**src/rtl/cordic_nco_seq_if.sv**
```systemverilog
// cordic_nco_seq_if: sequencer <-> CORDIC/mirror handshake bundle.
// start/angle/done to the CORDIC core; wen/index_qua to the mirror stage.
interface cordic_nco_seq_if #(
  parameter int ANGLE_W = 16
);
  logic               cordic_start;
  logic [ANGLE_W-1:0] cordic_angle;
  logic               cordic_done;
  logic [2:0]         index_qua;
  logic               wen;

  modport master (
    output cordic_start,
    output cordic_angle,
    output index_qua,
    output wen,
    input  cordic_done
  );

  modport slave (
    input  cordic_start,
    input  cordic_angle,
    input  index_qua,
    input  wen,
    output cordic_done
  );
endinterface

```
**src/rtl/cordic_nco_seq.sv**
```systemverilog
// cordic_nco_seq: NCO phase accumulator + CORDIC start/done sequencer.
// Ports: clk, reset(async low), en, freq_word, div, clr_err, bus, busy, overrun, timeout.
module cordic_nco_seq #(
  parameter int PHASE_W = 32,
  parameter int ANGLE_W = 16,
  parameter int TIMEOUT = 64
) (
  input  logic               clk,
  input  logic               reset,
  input  logic               en,
  input  logic [PHASE_W-1:0] freq_word,
  input  logic [15:0]        div,
  input  logic               clr_err,
  cordic_nco_seq_if.master   bus,
  output logic               busy,
  output logic               overrun,
  output logic               timeout
);

  localparam int WW = (TIMEOUT > 1) ? $clog2(TIMEOUT) : 1;
  localparam logic [WW-1:0] TMAX = WW'(TIMEOUT - 1);

  typedef enum logic [1:0] {
    IDLE,
    ISSUE,
    WAIT,
    WRITE
  } state_t;

  state_t state, nxt;

  logic [15:0]        cnt;
  logic               tick;
  logic [PHASE_W-1:0] phase;
  logic [PHASE_W-1:0] phase_nx;
  logic [2:0]         oct;
  logic [2:0]         oct_q;
  logic [ANGLE_W-1:0] r;
  logic [ANGLE_W-1:0] ang;
  logic [WW-1:0]      wcnt;
  logic               ov_ev;
  logic               to_ev;

  assign tick     = en && (cnt >= div);
  assign phase_nx = phase + freq_word;
  assign oct      = phase_nx[PHASE_W-1 -: 3];
  assign r        = phase_nx[PHASE_W-4 -: ANGLE_W];
  // odd octants run backwards: fold with one's complement
  assign ang      = oct[0] ? ~r : r;

  assign ov_ev = tick && (state != IDLE);
  assign to_ev = (state == WAIT) && !bus.cordic_done
              && (wcnt == TMAX);

  assign busy             = (state != IDLE);
  assign bus.cordic_start = (state == ISSUE);
  assign bus.wen          = (state == WRITE);

  // phase advances on every tick, issued or not
  always_ff @(posedge clk or negedge reset) begin
    if (!reset) begin
      cnt   <= '0;
      phase <= '0;
    end else begin
      if (!en || tick) cnt <= '0;
      else             cnt <= cnt + 16'd1;
      if (tick) phase <= phase_nx;
    end
  end

  always_comb begin
    nxt = state;
    unique case (state)
      IDLE:  if (tick) nxt = ISSUE;
      ISSUE: nxt = WAIT;
      WAIT: begin
        if (bus.cordic_done)   nxt = WRITE;
        else if (wcnt == TMAX) nxt = IDLE;
      end
      WRITE: nxt = IDLE;
      default: nxt = IDLE;
    endcase
  end

  always_ff @(posedge clk or negedge reset) begin
    if (!reset) begin
      state            <= IDLE;
      wcnt             <= '0;
      oct_q            <= '0;
      bus.cordic_angle <= '0;
      bus.index_qua    <= '0;
      overrun          <= 1'b0;
      timeout          <= 1'b0;
    end else begin
      state <= nxt;
      if (state == ISSUE)     wcnt <= '0;
      else if (state == WAIT) wcnt <= wcnt + WW'(1);
      if (state == IDLE && tick) begin
        oct_q            <= oct;
        bus.cordic_angle <= ang;
      end
      if (state == WAIT && bus.cordic_done)
        bus.index_qua <= oct_q;
      // a set event outranks a simultaneous clear
      overrun <= ov_ev | (overrun & ~clr_err);
      timeout <= to_ev | (timeout & ~clr_err);
    end
  end

endmodule

```
**src/flat_wrapper.sv**
```systemverilog
// flat-port wrapper written by rule: the top's interface ports become plain ports
module cordic_nco_seq_flat 
#(
  parameter int PHASE_W = 32,
  parameter int ANGLE_W = 16,
  parameter int TIMEOUT = 64
)
  (clk, reset, en, freq_word, div, clr_err, busy, overrun, timeout, bus_cordic_start, bus_cordic_angle, bus_index_qua, bus_wen, bus_cordic_done);
  cordic_nco_seq_if #(.ANGLE_W(ANGLE_W)) bus_i ();
  input  logic clk;
  input  logic reset;
  input  logic en;
  input  logic [PHASE_W-1:0] freq_word;
  input  logic [15:0] div;
  input  logic clr_err;
  output logic busy;
  output logic overrun;
  output logic timeout;
  output wire logic [$bits(bus_i.cordic_start)-1:0] bus_cordic_start;
  output wire logic [$bits(bus_i.cordic_angle)-1:0] bus_cordic_angle;
  output wire logic [$bits(bus_i.index_qua)-1:0] bus_index_qua;
  output wire logic [$bits(bus_i.wen)-1:0] bus_wen;
  input wire logic [$bits(bus_i.cordic_done)-1:0] bus_cordic_done;
  assign bus_cordic_start = bus_i.cordic_start;
  assign bus_cordic_angle = bus_i.cordic_angle;
  assign bus_index_qua = bus_i.index_qua;
  assign bus_wen = bus_i.wen;
  assign bus_i.cordic_done = bus_cordic_done;
  cordic_nco_seq #(.PHASE_W(PHASE_W), .ANGLE_W(ANGLE_W), .TIMEOUT(TIMEOUT)) u_core (.clk(clk), .reset(reset), .en(en), .freq_word(freq_word), .div(div), .clr_err(clr_err), .bus(bus_i), .busy(busy), .overrun(overrun), .timeout(timeout));
endmodule
```
**config.mk**
```make
export PLATFORM = sky130hd
export DESIGN_NAME = cordic_nco_seq_flat
export DESIGN_NICKNAME = d
export VERILOG_FILES = /design/src/rtl/cordic_nco_seq_if.sv /design/src/rtl/cordic_nco_seq.sv /design/src/flat_wrapper.sv
export SDC_FILE = /design/constraint.sdc
export NUM_CORES = 1
export LEC_CHECK = 0
export ABC_AREA = 1
export BUFFER_PORTS_ARGS = -buffer_cell sky130_fd_sc_hd__buf_2
export CELL_PAD_IN_SITES_DETAIL_PLACEMENT = 1
export CELL_PAD_IN_SITES_GLOBAL_PLACEMENT = 2
export CORE_MARGIN = 8
export CORE_UTILIZATION = 33
export CTS_CLUSTER_SIZE = 14
export DETAILED_ROUTE_END_ITERATION = 10
export PLACE_DENSITY = 0.82
export REMOVE_ABC_BUFFERS = 1
export SYNTH_ARGS = -nofsm -noshare
export SYNTH_HDL_FRONTEND = slang
export SYNTH_SLANG_ARGS = --single-unit
export TNS_END_PERCENT = 10
```
**constraint.sdc**
```tcl
create_clock -name clk -period 2.5 [get_ports clk]
set_input_delay 0 -clock clk [delete_from_list [all_inputs] [get_ports clk]]
set_output_delay 0 -clock clk [all_outputs]
set_load 0.02 [all_outputs]
```
==> flow_summary.toml <==
[sta]
fin_crit_ns = 2.28
fmax_mhz = 438
setup_viol = 0
relSlewSlack_pct = 60.7
rsz0062_at_grt = "true"
timing.final.hold_violations = 0
skew_ns = 0.0118
timing.final.crit_share_pct = 91.3
tightest_slew_ns = 0.590
slew_viol_final = 0

[setup_path]
critPathMostFrequentCell = "nand2_1"
crit_slowest_cell = "fa_1"
startpoint_type = "register"
path_class = "reg2reg"
cp-end-kind = "register"
critPathMaxStageDelay_ns = 0.40
ff2ff_path_depth = 14
rr_startpoint = "u_core.phase[0]$_DFFE_PN0P_"
r2r_slack_ns = 0.22
path_max_fanout = 4
cp_data_arrival_time_ns = 2.51
worstPathCellList = "ha_1 > fa_1 > nand3_1 > nand3_1 > nand2_1 > nand2_1 > nand2_1 > nand3_1 > nand2_1 > nand2_1 > nand2_1 > nand2_1 > nand2_1 > o21ai_0"
worstSetupEndpoint = "u_core.oct_q[1]$_DFFE_PN0P_"
crit_required_ns = 2.73
startpoint = "u_core.phase[0]$_DFFE_PN0P_"
r2r_end = "u_core.oct_q[1]$_DFFE_PN0P_"

[final_layout]
layout_common_cells = "nand2_1 (377), inv_1 (163), dfrtp_1 (80)"
multi_input_comb_area_um2 = 3810
stdcell_count = 1348
stdcell_area_um2 = 7590
synthToLayoutAreaGrowth_pct = 16.9
final_common_cell = "nand2_1"
fillers = 2599
diodes = 0
register_area_um2 = 2000
drive_gt1_share_pct = 13.6
nNetsFinal = 1186

[cts]
cts_tree = "built"
clk_path_buf_depth = 2
clock_latency_ns = 0.36
htreeDepth = 3
cts.reportedPaths.clkPinSlew_ns = 0.06
cts-buffers-inserted = 9
cts_root_buffer = "clkbuf_16"
cts_setup_buffers = 0
clock_sinks = 80

[routing]
drtIter0Drc = 199
route.antenna.remaining_nets = 0
finalWirelength_um = 19300
dr.pass1.iters = 4
drc = 0
wl_per_cell_um = 14.3
viasPerCell = 4.59
vias = 6193

[place]
placed_area_um2 = 7230
place_congestion = 0.839
port_buffers = 76
dp_hpwl_um = 15500
dp_cells = 1328

[global_routing]
grt_first_pass_wirelength_um = 32400
grt_pass1_vias = 6526
grt_use_total_pct = 16.7
grt_max_degree = 64
gr-total-overflow = 0
antenna_found_initial = 0

[logic_synthesis]
syn_area_um2 = 6500
ys_seq_area_share_pct = 30.8
ys_seq_elements = 80
synthArstFlopShare_pct = 100
ys_types = 40
yosys_warnings = 0
ys.flop_type = "dfrtp_1"
syn_avg_cell_area_um2 = 6.57
synth_cells = 989
synth-edff-count = 0

[floorplanning]
chipWidth_um = 156
ios = 77
die-area_um2 = 24400
start_util_pct = 33.5
fp.coreArea_um2 = 19400
die_y_um = 156
rows = 51

[hold_path]
hold_class = "in2reg"

[pwr]
p_leak_nw = 4.37
peakVddDrop_v = 0.000305
power.density_nw_per_um2 = 611

[flow_run]
cap_viol_max_count = 0

[status]
status = "finished clean"
critical path: cells and delay by family, from the launching register on:
family | cells | cell delay (ns)
AO/OA/AOI/OAI | 1 | 0.07
AND/OR/NAND/NOR | 11 | 1.08
adder cells (fa/ha/maj) | 2 | 0.64
flip-flops | 1 | 0.39
area by class of cell:
class	count	share of cell area [%]
multi-input cells	732	50.2
flip-flops and latches	80	26.4
inverters	166	8.21
repair buffers	89	6.79
well taps	265	4.37
clock buffers	9	2.97
clock inverters	7	1.10
registers in the layout (all words and copies together), names as in the netlist:
register / cells
u_core.oct_q: 3
u_core.overrun: 1
u_core.bus.cordic_angle: 16
u_core.phase: 32
u_core.timeout: 1
u_core.wcnt: 6
u_core.state: 2
u_core.bus.index_qua: 3
u_core.cnt: 16
worst min-delay path by stage:
stage | cells past startpoint | start | endpoint | slack, ns
floorplan | 0 | reset | u_core.bus.cordic_angle[0]$_DFFE_PN0P_ | -0.30
global placement | 1 | reset | u_core.state[0]$_DFFE_PN0P_ | 0.05
detailed placement | 1 | reset | u_core.bus.index_qua[2]$_DFFE_PN0P_ | 0.05
CTS | 4 | freq_word[1] | u_core.phase[1]$_DFFE_PN0P_ | 0.06
global route | 4 | freq_word[1] | u_core.phase[1]$_DFFE_PN0P_ | 0.09
finish | 4 | freq_word[1] | u_core.phase[1]$_DFFE_PN0P_ | 0.06
what timing repair did:
| item | 4_1_cts | 5_1_grt |
|---|---|---|
| resized for setup | 0 | 3 |
| endpoints found under the hold margin | 42 | 0 |
| setup endpoints to repair | 0 | 12 |
| hold buffers | 4 | 0 |
stage by stage:
stage	power [mW]	TNS, ns	util, %	setup WS (ns)	hold slack (ns)
2_1_floorplan	2.73	-1.56	-	-0.0982	-0.296
3_3_place_gp	3.22	0	37.3	0.253	0.0484
3_5_place_dp	3.25	0	37.3	0.164	0.0508
4_1_cts	4.72	0	39.1	0.159	0.0615
5_1_grt	5.02	-0.00951	39.1	-0.00951	0.0903
6_report	4.64	0	39.1	0.217	0.0616
power by group:
part           leakage (nW)  switching (mW)  internal, mW
sequential             1.07           0.105          1.44
clock                 0.149           0.633         0.795
combinational          3.15            1.09         0.577
total                  4.37            1.83          2.81
logic make-up after synthesis:
kind of cell,after synthesis,share of synthesized area [%]
xor gates and xnor gates,20,2.70
buffers and inverters,177,10.8
DFF,80,30.8
muxes,1,0.154
adders and majority gates,55,10.7
and+or+nand+nor,570,37.9
AOI/OAI and AO/OA,86,6.91
Yosys cell counts (all sizes together), types with 2 or more instances:
| master | number | share of area [%] |
|---|---|---|
| or2 | 2 | 0.19 |
| inv | 164 | 9.5 |
| ha | 54 | 10 |
| and2 | 5 | 0.48 |
| a21oi | 33 | 2.6 |
| buf | 9 | 1.1 |
| nor3 | 8 | 0.69 |
| nand3b | 6 | 0.69 |
| nor2 | 68 | 4.2 |
| dfrtp | 80 | 31 |
| nor4 | 4 | 0.48 |
| o21ai | 46 | 3.5 |
| nand3 | 64 | 5.8 |
| xor2 | 6 | 0.81 |
| xnor2 | 14 | 1.9 |
| o22ai | 2 | 0.19 |
| nand4 | 9 | 0.87 |
| clkbuf | 2 | 0.12 |
| clkinv | 2 | 0.12 |
| nand2 | 403 | 24 |
routing by layer:
metal	global-route usage, %	part of all wire, %	vias to the layer above
met3	3.09	2.8	11
met5	0	0	-
li1	-	-	3239
met2	28.5	47	57
met1	21.7	49	2886
met4	3.20	0.80	0
Power figures use the tool's default switching activity.
